File: src/rtl/sw_pkg.sv
`default_nettype none
// ============================================================================
// Module   : sw_pkg
// Brief    : Shared state encodings and clock-derived timing constants.
// Revision : 1.0
// ============================================================================
package sw_pkg;

    localparam int CLK_HZ           = 27_000_000;
    localparam int DB_CYCLES_DEF    = CLK_HZ / 100;
    localparam int LONG_CYCLES_DEF  = CLK_HZ;

    typedef enum logic [1:0] {
        ST_IDLE  = 2'd0,
        ST_RUN   = 2'd1,
        ST_LAP   = 2'd2,
        ST_PAUSE = 2'd3
    } sw_state_t;

endpackage
`default_nettype wire

File: src/rtl/stopwatch_ctrl_if.sv
`default_nettype none
// ============================================================================
// Module   : stopwatch_ctrl_if
// Brief    : Button inputs and counter/display control outputs.
// Revision : 1.0
// ============================================================================
interface stopwatch_ctrl_if;

    logic       btn_ss_n;
    logic       btn_lap_n;
    logic       count_en;
    logic       count_clr;
    logic       lap_capture;
    logic       disp_freeze;
    logic [1:0] state;

    modport master (
        output btn_ss_n, btn_lap_n,
        input  count_en, count_clr, lap_capture, disp_freeze, state
    );

    modport slave (
        input  btn_ss_n, btn_lap_n,
        output count_en, count_clr, lap_capture, disp_freeze, state
    );

endinterface
`default_nettype wire

File: src/rtl/btn_event.sv
`default_nettype none
// ============================================================================
// Module   : btn_event
// Brief    : Button synchronizer, debouncer and short/long press detector.
// Revision : 1.0
// ============================================================================
module btn_event #(
    parameter int DB_CYCLES   = 4,
    parameter int LONG_CYCLES = 20
) (
    input  wire logic sys_clk,
    input  wire logic sys_rst_n,
    input  wire logic btn_n,
    output logic      short_evt,
    output logic      long_evt,
    output logic      level
);

    localparam int c_db_w   = $clog2(DB_CYCLES + 1);
    localparam int c_hold_w = $clog2(LONG_CYCLES + 1);
    localparam logic [c_db_w-1:0]   c_db_last  = c_db_w'(DB_CYCLES - 1);
    localparam logic [c_hold_w-1:0] c_hold_max = c_hold_w'(LONG_CYCLES);
    localparam logic [c_hold_w-1:0] c_hold_pre = c_hold_w'(LONG_CYCLES - 1);

    logic [1:0]          r_sync;
    logic [c_db_w-1:0]   r_db_cnt;
    logic [c_hold_w-1:0] r_hold;
    logic                r_level;
    logic                r_level_d;
    logic                r_armed;
    logic                r_short;
    logic                r_long;
    logic                w_sync_press;

    assign w_sync_press = ~r_sync[1];

    // Synchronizer resets to "pressed" so a button held through reset keeps
    // r_armed low until it has been seen released; only then do events fire.
    always_ff @(posedge sys_clk or negedge sys_rst_n) begin
        if (!sys_rst_n) begin
            r_sync    <= 2'b00;
            r_db_cnt  <= '0;
            r_hold    <= '0;
            r_level   <= 1'b0;
            r_level_d <= 1'b0;
            r_armed   <= 1'b0;
            r_short   <= 1'b0;
            r_long    <= 1'b0;
        end else begin
            r_sync    <= {r_sync[0], btn_n};
            r_level_d <= r_level;
            if (w_sync_press != r_level) begin
                if (r_db_cnt == c_db_last) begin
                    r_level  <= w_sync_press;
                    r_db_cnt <= '0;
                end else begin
                    r_db_cnt <= r_db_cnt + 1'b1;
                end
            end else begin
                r_db_cnt <= '0;
            end
            if (r_level) begin
                if (r_hold != c_hold_max) r_hold <= r_hold + 1'b1;
            end else begin
                r_hold <= '0;
            end
            if (!r_level && !w_sync_press) r_armed <= 1'b1;
            r_long  <= r_armed && r_level && (r_hold == c_hold_pre);
            r_short <= r_armed && r_level_d && !r_level && (r_hold < c_hold_max);
        end
    end

    assign short_evt = r_short;
    assign long_evt  = r_long;
    assign level     = r_level;

endmodule
`default_nettype wire

File: src/rtl/stopwatch_ctrl.sv
`default_nettype none
// ============================================================================
// Module   : stopwatch_ctrl
// Brief    : Run/pause/lap/clear sequencer driving the stopwatch datapath.
// Revision : 1.0
// ============================================================================
module stopwatch_ctrl
    import sw_pkg::*;
#(
    parameter int DB_CYCLES   = DB_CYCLES_DEF,
    parameter int LONG_CYCLES = LONG_CYCLES_DEF
) (
    input  wire logic        sys_clk,
    input  wire logic        sys_rst_n,
    stopwatch_ctrl_if.slave  bus
);

    logic      w_ss_short, w_ss_long, w_ss_level;
    logic      w_lap_short, w_lap_long, w_lap_level;
    logic      w_unused_levels;
    sw_state_t r_state, w_nxt;
    logic      w_clr, w_cap;
    logic      r_count_en, r_count_clr, r_lap_capture, r_disp_freeze;

    btn_event #(.DB_CYCLES(DB_CYCLES), .LONG_CYCLES(LONG_CYCLES)) u_ss (
        .sys_clk   (sys_clk),
        .sys_rst_n (sys_rst_n),
        .btn_n     (bus.btn_ss_n),
        .short_evt (w_ss_short),
        .long_evt  (w_ss_long),
        .level     (w_ss_level)
    );

    btn_event #(.DB_CYCLES(DB_CYCLES), .LONG_CYCLES(LONG_CYCLES)) u_lap (
        .sys_clk   (sys_clk),
        .sys_rst_n (sys_rst_n),
        .btn_n     (bus.btn_lap_n),
        .short_evt (w_lap_short),
        .long_evt  (w_lap_long),
        .level     (w_lap_level)
    );

    assign w_unused_levels = w_ss_level ^ w_lap_level ^ w_lap_long;

    // Any start/stop event takes priority and suppresses a same-cycle lap event.
    always_comb begin
        w_nxt = r_state;
        w_clr = 1'b0;
        w_cap = 1'b0;
        if (w_ss_long) begin
            if (r_state != ST_IDLE) begin
                w_nxt = ST_IDLE;
                w_clr = 1'b1;
            end
        end else if (w_ss_short) begin
            case (r_state)
                ST_IDLE:  w_nxt = ST_RUN;
                ST_RUN:   w_nxt = ST_PAUSE;
                ST_LAP:   w_nxt = ST_PAUSE;
                ST_PAUSE: w_nxt = ST_RUN;
                default:  w_nxt = ST_IDLE;
            endcase
        end else if (w_lap_short) begin
            case (r_state)
                ST_RUN, ST_LAP: begin
                    w_nxt = ST_LAP;
                    w_cap = 1'b1;
                end
                ST_PAUSE: begin
                    w_nxt = ST_IDLE;
                    w_clr = 1'b1;
                end
                default: w_nxt = r_state;
            endcase
        end
    end

    always_ff @(posedge sys_clk or negedge sys_rst_n) begin
        if (!sys_rst_n) begin
            r_state       <= ST_IDLE;
            r_count_en    <= 1'b0;
            r_count_clr   <= 1'b0;
            r_lap_capture <= 1'b0;
            r_disp_freeze <= 1'b0;
        end else begin
            r_state       <= w_nxt;
            r_count_en    <= (w_nxt == ST_RUN) || (w_nxt == ST_LAP);
            r_count_clr   <= w_clr;
            r_lap_capture <= w_cap;
            r_disp_freeze <= (w_nxt == ST_LAP);
        end
    end

    assign bus.state       = r_state;
    assign bus.count_en    = r_count_en;
    assign bus.count_clr   = r_count_clr;
    assign bus.lap_capture = r_lap_capture;
    assign bus.disp_freeze = r_disp_freeze;

endmodule
`default_nettype wire

File: src/flat_wrapper.sv
// flat-port wrapper written by rule: the top's interface ports become plain ports
module stopwatch_ctrl_flat import sw_pkg::*;
#(
    parameter int DB_CYCLES   = DB_CYCLES_DEF,
    parameter int LONG_CYCLES = LONG_CYCLES_DEF
)
  (sys_clk, sys_rst_n, bus_btn_ss_n, bus_btn_lap_n, bus_count_en, bus_count_clr, bus_lap_capture, bus_disp_freeze, bus_state);
  stopwatch_ctrl_if bus_i ();
  input  wire logic sys_clk;
  input  wire logic sys_rst_n;
  input wire logic [$bits(bus_i.btn_ss_n)-1:0] bus_btn_ss_n;
  input wire logic [$bits(bus_i.btn_lap_n)-1:0] bus_btn_lap_n;
  output wire logic [$bits(bus_i.count_en)-1:0] bus_count_en;
  output wire logic [$bits(bus_i.count_clr)-1:0] bus_count_clr;
  output wire logic [$bits(bus_i.lap_capture)-1:0] bus_lap_capture;
  output wire logic [$bits(bus_i.disp_freeze)-1:0] bus_disp_freeze;
  output wire logic [$bits(bus_i.state)-1:0] bus_state;
  assign bus_i.btn_ss_n = bus_btn_ss_n;
  assign bus_i.btn_lap_n = bus_btn_lap_n;
  assign bus_count_en = bus_i.count_en;
  assign bus_count_clr = bus_i.count_clr;
  assign bus_lap_capture = bus_i.lap_capture;
  assign bus_disp_freeze = bus_i.disp_freeze;
  assign bus_state = bus_i.state;
  stopwatch_ctrl #(.DB_CYCLES(DB_CYCLES), .LONG_CYCLES(LONG_CYCLES)) u_core (.sys_clk(sys_clk), .sys_rst_n(sys_rst_n), .bus(bus_i));
endmodule
File: config.mk
export PLATFORM = sky130hd
export DESIGN_NAME = stopwatch_ctrl_flat
export DESIGN_NICKNAME = d
export VERILOG_FILES = /design/src/rtl/sw_pkg.sv /design/src/rtl/stopwatch_ctrl_if.sv /design/src/rtl/btn_event.sv /design/src/rtl/stopwatch_ctrl.sv /design/src/flat_wrapper.sv
export SDC_FILE = /design/constraint.sdc
export NUM_CORES = 1
export LEC_CHECK = 0
export ABC_CLOCK_PERIOD_IN_PS = 4180
export CAP_MARGIN = 10
export CELL_PAD_IN_SITES_DETAIL_PLACEMENT = 1
export CELL_PAD_IN_SITES_GLOBAL_PLACEMENT = 1
export CORE_MARGIN = 2
export CORE_UTILIZATION = 54
export DETAILED_ROUTE_END_ITERATION = 12
export DONT_BUFFER_PORTS = 1
export GPL_ROUTABILITY_DRIVEN = 0
export PLACE_DENSITY_LB_ADDON = 0.1
export SYNTH_ARGS = -nofsm -noshare
export SYNTH_HDL_FRONTEND = slang
export SYNTH_SLANG_ARGS = --single-unit
File: constraint.sdc
create_clock -name sys_clk -period 4.18 [get_ports sys_clk]
set_clock_uncertainty 0.1 [all_clocks]
set_input_delay 0.627 -clock sys_clk [delete_from_list [all_inputs] [get_ports sys_clk]]
set_output_delay 0.627 -clock sys_clk [all_outputs]
set_load 0.02 [all_outputs]
==> results of run 1 <==
[worst paths after layout]
check | start | to | slack (ns) | cells past startpoint
min | sys_rst_n | u_core.u_lap.r_hold[5] | 0.08 | 1
min in group sys_clk | bus_btn_ss_n | u_core.u_ss.r_sync[0] | 0.18 | 0
max reg2reg | u_core.u_ss.level | u_core.u_ss.r_db_cnt[7] | 1.59 | 4
min reg2reg | u_core.u_lap.r_sync[0] | u_core.u_lap.r_sync[1] | 0.26 | 0
max in group asynchronous | sys_rst_n | u_core.u_ss.r_db_cnt[14] | 3.50 | 1
max | u_core.u_ss.level | u_core.u_ss.r_db_cnt[7] | 1.59 | 4
[worst reg2reg max path: stages (launching register included)]
cell and delay (ns):
sky130_fd_sc_hd__dfrtp_1 0.44, sky130_fd_sc_hd__clkinv_1 0.63, sky130_fd_sc_hd__ha_1 0.58, sky130_fd_sc_hd__nand2b_1 0.55, sky130_fd_sc_hd__nor2_1 0.14
[registers in the layout, summed over array words and instances, names as in the netlist, 2 cells and up]
name                   count
u_core.u_ss.r_db_cnt      19
u_core.u_ss.r_hold        25
u_core.bus.state           2
u_core.u_lap.r_hold       25
u_core.u_lap.r_db_cnt     19
u_core.u_ss.r_sync         2
u_core.u_lap.r_sync        2
[layout by cell type (no fill, tap or decap), types with 11 or more instances in the layout]
cell type                 instances
sky130_fd_sc_hd__nand2_1         34
sky130_fd_sc_hd__xnor2_1         40
sky130_fd_sc_hd__ha_1            11
sky130_fd_sc_hd__nor3_1          15
sky130_fd_sc_hd__nor4_1          15
sky130_fd_sc_hd__nor2_1          99
sky130_fd_sc_hd__dfrtp_1        107
sky130_fd_sc_hd__xor2_1          34
sky130_fd_sc_hd__inv_1           19
sky130_fd_sc_hd__a21oi_1         12
sky130_fd_sc_hd__nand4_1         16
sky130_fd_sc_hd__nand3_1         37
[cell type report]
| class | instances | area [um2] | share of cell area [%] |
|---|---|---|---|
| Clock buffer | 9 | 123.9 | 2.273 |
| Clock inverter | 6 | 51.30 | 0.9412 |
| Inverter | 21 | 78.83 | 1.446 |
| Multi-Input combinational cell | 377 | 2330 | 42.75 |
| Sequential cell | 107 | 2678 | 49.13 |
| Tap cell | 129 | 161.4 | 2.961 |
| Timing Repair Buffer | 1 | 27.53 | 0.5051 |
[cell families (layout without fill, tap and decap cells)]
family | count (synthesis) | after routing | synth area share [%]
flip-flops | 107 | 107 | 51.94
adder cells (fa/ha/maj) | 11 | 11 | 2.670
AO/OA/AOI/OAI | 23 | 23 | 2.500
multiplexers | 4 | 4 | 0.7767
AND/OR/NAND/NOR | 265 | 265 | 26.68
XOR/XNOR | 74 | 74 | 12.57
buffers and inverters | 34 | 37 | 2.864
[report_power, final]
part | switching (mW) | leakage [nW] | internal (mW) | total, mW
Sequential | 0.00581 | 1.47 | 1.04 | 1.05
Clock | 0.361 | 0.0863 | 0.221 | 0.582
Combinational | 0.0300 | 0.602 | 0.00816 | 0.0381
[routing by layer]
layer | up-vias | global-route usage (%) | share of wire, %
met4 | 0 | 5.821 | 0.74
li1 | 1761 | - | -
met1 | 1843 | 30.78 | 48
met3 | 5 | 3.934 | 2.0
met5 | - | 0 | 0
met2 | 28 | 35.83 | 49
[per-stage QoR]
step                      util, %  setup slack, ns  std cells  total power [mW]
after global placement      56.79            1.727        634             1.082
final                       58.98            1.589        650             1.666
after detailed placement    56.79            1.575        634             1.084
after floorplan                 -            2.122        518             1.081
after CTS                   58.98            1.525        650             1.690
after global routing        58.98            1.288        650             1.729
[what timing repair did]
item                                   in CTS  in global routing
hold buffers                                1                  0
endpoints found under the hold margin     107                  0
setup buffers                               0                  0
==> results.txt, run 1 <==
----------------------------------------------------
[Cells and area]
  Filler Cell Count ... 1029
  Antenna fix cells ... 0
  Layout Area Growth over Synthesis ... 5.728%
  Final design instance area without fill ... 5450 um2
  Number of nets in the finished design ... 532
  Layout cell share with drive strength beyond 1 ... 5.950%

[Yosys]
  Leading cell types by total area after synthesis ... sky130_fd_sc_hd__dfrtp_1, sky130_fd_sc_hd__nor2_1, sky130_fd_sc_hd__xnor2_1
  Post-synth top area cell ... sky130_fd_sc_hd__dfrtp_1
  Post-synthesis cell area ... 5155 um2
  Area fraction of the dominant cell type after synthesis ... 51.94%
  Most instantiated cells after synthesis ... sky130_fd_sc_hd__dfrtp_1, sky130_fd_sc_hd__nor2_1, sky130_fd_sc_hd__xnor2_1
  Number of storage elements in the synthesis netlist ... 107
  Ys flop type ... sky130_fd_sc_hd__dfrtp_1
  Distinct cell type count of the synthesized netlist ... 45
  Syn Inst Count ... 518
  Share of the yosys chip area belonging to registers ... 51.94%
  Async set-or-reset flop fraction in the synthesized netlist ... 100.0%
  Mean area per synthesized cell ... 9.952 um2
  Most numerous cell in the Yosys netlist ... sky130_fd_sc_hd__dfrtp_1
  Synth warn ... 0
  Synthesized Nets ... 533
  Number of enable flip-flop cells after synthesis ... 0

[Floorplanning]
  Die height ... 101.7 um
  DIE AREA ... 10340 um2
  Core Region ... 9240 um2
  Starting Density ... 55.79%
  Overall die width ... 101.7 um
  I/O Pins ... 10
  Standard-cell rows ... 35

[Critical path]
  Largest fanout of any net on the critical path ... 26
  Max stage delay cell, worst path ... sky130_fd_sc_hd__clkinv_1
  Type of origin of the critical path ... flop
  Largest incremental delay on the critical path ... 0.63 ns
  Worst setup path category ... flop to flop
  Series of cell instances along the critical path ... clkinv_1 > ha_1 > nand2b_1 > nor2_1
  Data arrival, critical path ... 2.71 ns
  Count of buffering cells on the critical path with inverters included ... 1
  Required time at the endpoint of the critical path ... 4.30 ns
  Kind of end point of the critical path ... flop
  Largest delay share family, worst path ... simple AND/OR/NAND/NOR gates

[Min path]
  Hold Path Class ... input pin to async pin

[Clock tree]
  Number of buffers inserted during clock tree synthesis ... 9
  Clock tree from TritonCTS ... done
  Reg clk slew, reported paths ... 0.11 ns
  CTS sink count ... 107
  Root cell of the clock tree ... sky130_fd_sc_hd__clkbuf_8
  Clock latency on the worst-skew pair ... 0.37 ns
  Number of resized instances in the post-cts repair step ... 0
  Largest buffer count on any clock path ... 2
  Number of levels the H-tree was split into ... 3

[Power]
  Leakage ... 2.159 nW
  Cell Pwr Density ... 305.8 nW/um2
  Maximum vdd drop ... 0.0002661 V

[GRT]
  Vias in the first global route ... 3816
  First-pass GRT wire length ... 18.37 mm
  Total GRT Usage ... 22.07%
  Number of antenna violations at the first check in global routing ... 0
  GRT overflow ... 0
  Pin count of the biggest net entering global routing ... 108

[Place]
  Half-perimeter wire length after detailed placement ... 6.832 mm
  Area after DPL ... 5248 um2
  Port bufs ... 0

[Detailed routing]
  DRC viols ... 0
  Sum of routed wire length over all layers ... 10.34 mm
  Number of vias after detailed routing ... 3637
  Number of nets with antenna violations after detailed routing ... 0
  Iteration-0 DRC count of the detailed router ... 73
  Average vias per placed instance ... 5.595
  Count of TritonRoute iterations in the first routing pass ... 4
  Routed wire per std cell ... 15.91 um

[Timing]
  Final setup fails ... 0
  Worst slew margin relative to its limit ... 49.42%
  Transition time of the tightest slew-check pin ... 0.7541 ns
  Worst slack on hold paths ... 0.08313 ns
  Unrepaired setup endpoints after global routing ... no
  Number of max-slew violations in the final report ... 0
  Hold violation count in the final report ... 0
  Final period util ... 61.99%
  Fin Setup TNS ... 0 ns
  Shortest clock period the worst path allows after layout ... 2.591 ns
  Achievable Freq ... 385.9 MHz

[Status]
  Outcome ... completed

[Job]
  # Max-Cap Violations ... 0

----------------------------------------------------
Note: power is estimated with default switching activity, not from simulation.
==> run 2, diff against run 1 <==
ABC_CLOCK_PERIOD_IN_PS = 2500   (was 4180)
CORE_UTILIZATION = 50   (was 54)
clock period = 2.5 ns   (was 4.18 ns; I/O delays follow)
==> run 2 against run 1 <==
Net effect: the flow now finishes with violations (negative hold slack); sequential share of layout area down 0.80 points; die area up 7.7%; combinational power shrank 18%; flip-flop and latch count unchanged; largest power group unchanged.
==> results.txt, run 2 (synthesized netlist as in run 1, its figures left out) <==
----------------------------------------------------
[Status]
  Outcome ... finished with violations
  Violations in the final reports ... negative hold slack

[GRT]
  First-pass GRT wire length ... 18.36 mm (about the same)
  Vias in the first global route ... 3819 (+0.079%)
  GRT Max-Usage Layer ... met2
  Met3 track demand over resource in global routing ... 5.318% (+1.4 points)
  Number of antenna violations at the first check in global routing ... 0 (unchanged)
  Total GRT Usage ... 20.38% (-1.7 points)
  Pin count of the biggest net entering global routing ... 108 (unchanged)
  Met1 demand-to-capacity share in global routing ... 27.44% (-3.3 points)
  Global routing met2 resource utilization ... 33.00% (-2.8 points)
  GRT overflow ... 0 (unchanged)

[Detailed routing]
  Sum of routed wire length over all layers ... 10.29 mm (-0.57%)
  Number of vias after detailed routing ... 3602 (-0.96%)
  Number of nets with antenna violations after detailed routing ... 0 (unchanged)
  DRC viols ... 0 (unchanged)
  Average vias per placed instance ... 5.433 (-2.9%)
  Iteration-0 DRC count of the detailed router ... 124 (+70%)
  Count of TritonRoute iterations in the first routing pass ... 4 (unchanged)
  Routed wire per std cell ... 15.51 um (-2.5%)

[Critical path]
  Kind of end point of the critical path ... flop
  Worst setup path category ... flop to flop
  Data arrival, critical path ... 2.41 ns (-0.30 ns)
  Largest fanout of any net on the critical path ... 6 (-77%)
  Reg2Reg Depth ... 7 (+3)
  Type of origin of the critical path ... flop
  Required time at the endpoint of the critical path ... 2.68 ns (-1.62 ns)
  Slack of the worst reg-to-reg path ... 0.27 ns (-1.32 ns)

[Timing]
  Transition time of the tightest slew-check pin ... 0.5639 ns (-0.1902 ns)
  Fin Setup TNS ... 0 ns (unchanged)
  Hold violation count in the final report ... 107 (+107)
  Final setup fails ... 0 (unchanged)
  Worst slack on hold paths ... -0.4237 ns (-0.5069 ns)
  Achievable Freq ... 448.8 MHz (+16%)
  Final period util ... 89.13% (+27 points)
  Number of max-slew violations in the final report ... 0 (unchanged)
  Unrepaired setup endpoints after global routing ... no
  Worst slew margin relative to its limit ... 62.12% (+13 points)
  Shortest clock period the worst path allows after layout ... 2.228 ns (-0.3630 ns)

[Clock tree]
  Post-CTS Hold Buffers ... 2 (+1)
  CTS sink count ... 107 (unchanged)
  Number of buffers inserted during clock tree synthesis ... 9 (unchanged)
  Number of buffers inserted to repair setup after CTS ... 0 (unchanged)
  Largest buffer count on any clock path ... 2 (unchanged)
  Reg clk slew, reported paths ... 0.11 ns (about the same)
  Number of levels the H-tree was split into ... 3 (unchanged)
  Number of resized instances in the post-cts repair step ... 0 (unchanged)
  Clock tree from TritonCTS ... done
  Clock latency on the worst-skew pair ... 0.39 ns (+0.02 ns)
  Root cell of the clock tree ... sky130_fd_sc_hd__clkbuf_8

[Floorplanning]
  Core Region ... 10180 um2 (+10%)
  DIE AREA ... 11140 um2 (+7.7%)
  Starting Density ... 50.61% (-5.2 points)
  Overall die width ... 105.5 um (+3.8%)
  I/O Pins ... 10 (unchanged)
  Die height ... 105.5 um (+3.8%)
  Standard-cell rows ... 37 (+5.7%)

[Power]
  Cell Pwr Density ... 542.0 nW/um2 (+77%)
  Internal ... 2.357 mW (+86%)
  Maximum vdd drop ... 0.0004010 V (+51%)
  Combinational fraction of design power ... 1.0% (-1.3 points)
  Portion of total power attributed to sequential cells ... 58.3% (-4.5 points)
  Share of total power consumed by net switching ... 21.51% (-2.3 points)
  Leakage ... 2.201 nW (+2.0%)
  Switching power summed over all nets ... 0.6459 mW (+63%)
  Fraction of power consumed by the clock network ... 40.7% (+5.8 points)
  Final total power ... 3.003 mW (+80%)

[Cells and area]
  Layout Area Growth over Synthesis ... 7.476%
  Layout cell share with drive strength beyond 1 ... 6.641% (+0.69 points)
  Sequential Area ... 2678 um2 (unchanged)
  Commonest cells after routing, fill and taps aside ... sky130_fd_sc_hd__dfrtp_1, sky130_fd_sc_hd__nor2_1, sky130_fd_sc_hd__xnor2_1
  Area of combinational cells with multiple inputs ... 2330 um2 (unchanged)
  Commonest non-fill, non-tap cell in the layout ... sky130_fd_sc_hd__dfrtp_1
  Number of nets in the finished design ... 537 (+0.94%)
  Antenna fix cells ... 0 (unchanged)
  Largest registers ... u_core.u_lap.r_hold (25), u_core.u_ss.r_hold (25)
  Filler Cell Count ... 1160 (+13%)

[Place]
  Half-perimeter wire length after detailed placement ... 6.941 mm (+1.6%)
  Port bufs ... 0 (unchanged)

[Job]
  # Max-Cap Violations ... 0 (unchanged)

[Min path]
  Hold Path Class ... input pin to async pin

----------------------------------------------------
run 2: cell count changes in the layout (fill, tap and decap cells not counted):
cell / delta
sky130_fd_sc_hd__clkbuf_8: +1
sky130_fd_sc_hd__buf_4: +4
sky130_fd_sc_hd__clkinv_4: -2
sky130_fd_sc_hd__buf_16: -1
sky130_fd_sc_hd__bufinv_16: +2
sky130_fd_sc_hd__inv_6: -1
sky130_fd_sc_hd__inv_8: +1
sky130_fd_sc_hd__dlygate4sd3_1: +2
run 2: path summary, 6_finish.rpt:
path	end	start
max reg2reg	u_core.u_ss.r_hold[1]	u_core.u_ss.r_hold[0]
max in group asynchronous	u_core.u_ss.r_db_cnt[5]	sys_rst_n
min in group sys_clk	u_core.u_lap.r_sync[1]	u_core.u_lap.r_sync[0]
min	u_core.u_lap.r_hold[23]	sys_rst_n
min reg2reg	u_core.u_lap.r_sync[1]	u_core.u_lap.r_sync[0]
max	u_core.u_ss.r_hold[1]	u_core.u_ss.r_hold[0]
run 2: through the flow:
| stage | area, um2 | instances | utilization, % | setup slack, ns | hold WS (ns) |
|---|---|---|---|---|---|
| after floorplan | 5155 | 518 | - | 0.4421 | -0.02059 |
| after global placement | 5286 | 645 | 51.90 | 0.3803 | -0.01775 |
| after detailed placement | 5286 | 645 | 51.90 | 0.2734 | -0.01761 |
| after CTS | 5540 | 663 | 54.40 | 0.2497 | -0.4537 |
| after global routing | 5540 | 663 | 54.40 | 0.1196 | -0.4543 |
| final | 5540 | 663 | 54.40 | 0.2719 | -0.4237 |
run 2: power by group through the flow:
stage               combinational, mW  clock [mW]  sequential, mW
global route                   0.0376        1.32            1.75
finish                         0.0312        1.22            1.75
CTS                            0.0320        1.27            1.75
floorplan                      0.0248           0            1.78
detailed placement             0.0294           0            1.79
global placement               0.0285           0            1.78
run 2: routing by layer:
metal	wire [um]	vias to the layer above
met1	5021	1804
li1	-	1767
met5	0	-
met4	108	0
met2	4914	23
met3	241	8
run 2: worst max-delay path, cell delays in order (launching register included):
cell and delay [ns]:
sky130_fd_sc_hd__dfrtp_1 0.45, sky130_fd_sc_hd__inv_1 0.11, sky130_fd_sc_hd__ha_1 0.14, sky130_fd_sc_hd__or3b_1 0.35, sky130_fd_sc_hd__or4_4 0.44, sky130_fd_sc_hd__nor4_4 0.25, sky130_fd_sc_hd__mux2i_1 0.23, sky130_fd_sc_hd__nor2_1 0.06
run 2: final cells by class:
cell class / count / area share (%)
timing repair buffer: 6 / 0.9033
inverter: 21 / 1.423
clock buffer: 10 / 2.484
multi-input combinational: 377 / 42.05
sequential: 107 / 48.33
clock inverter: 6 / 1.739
tap: 136 / 3.071
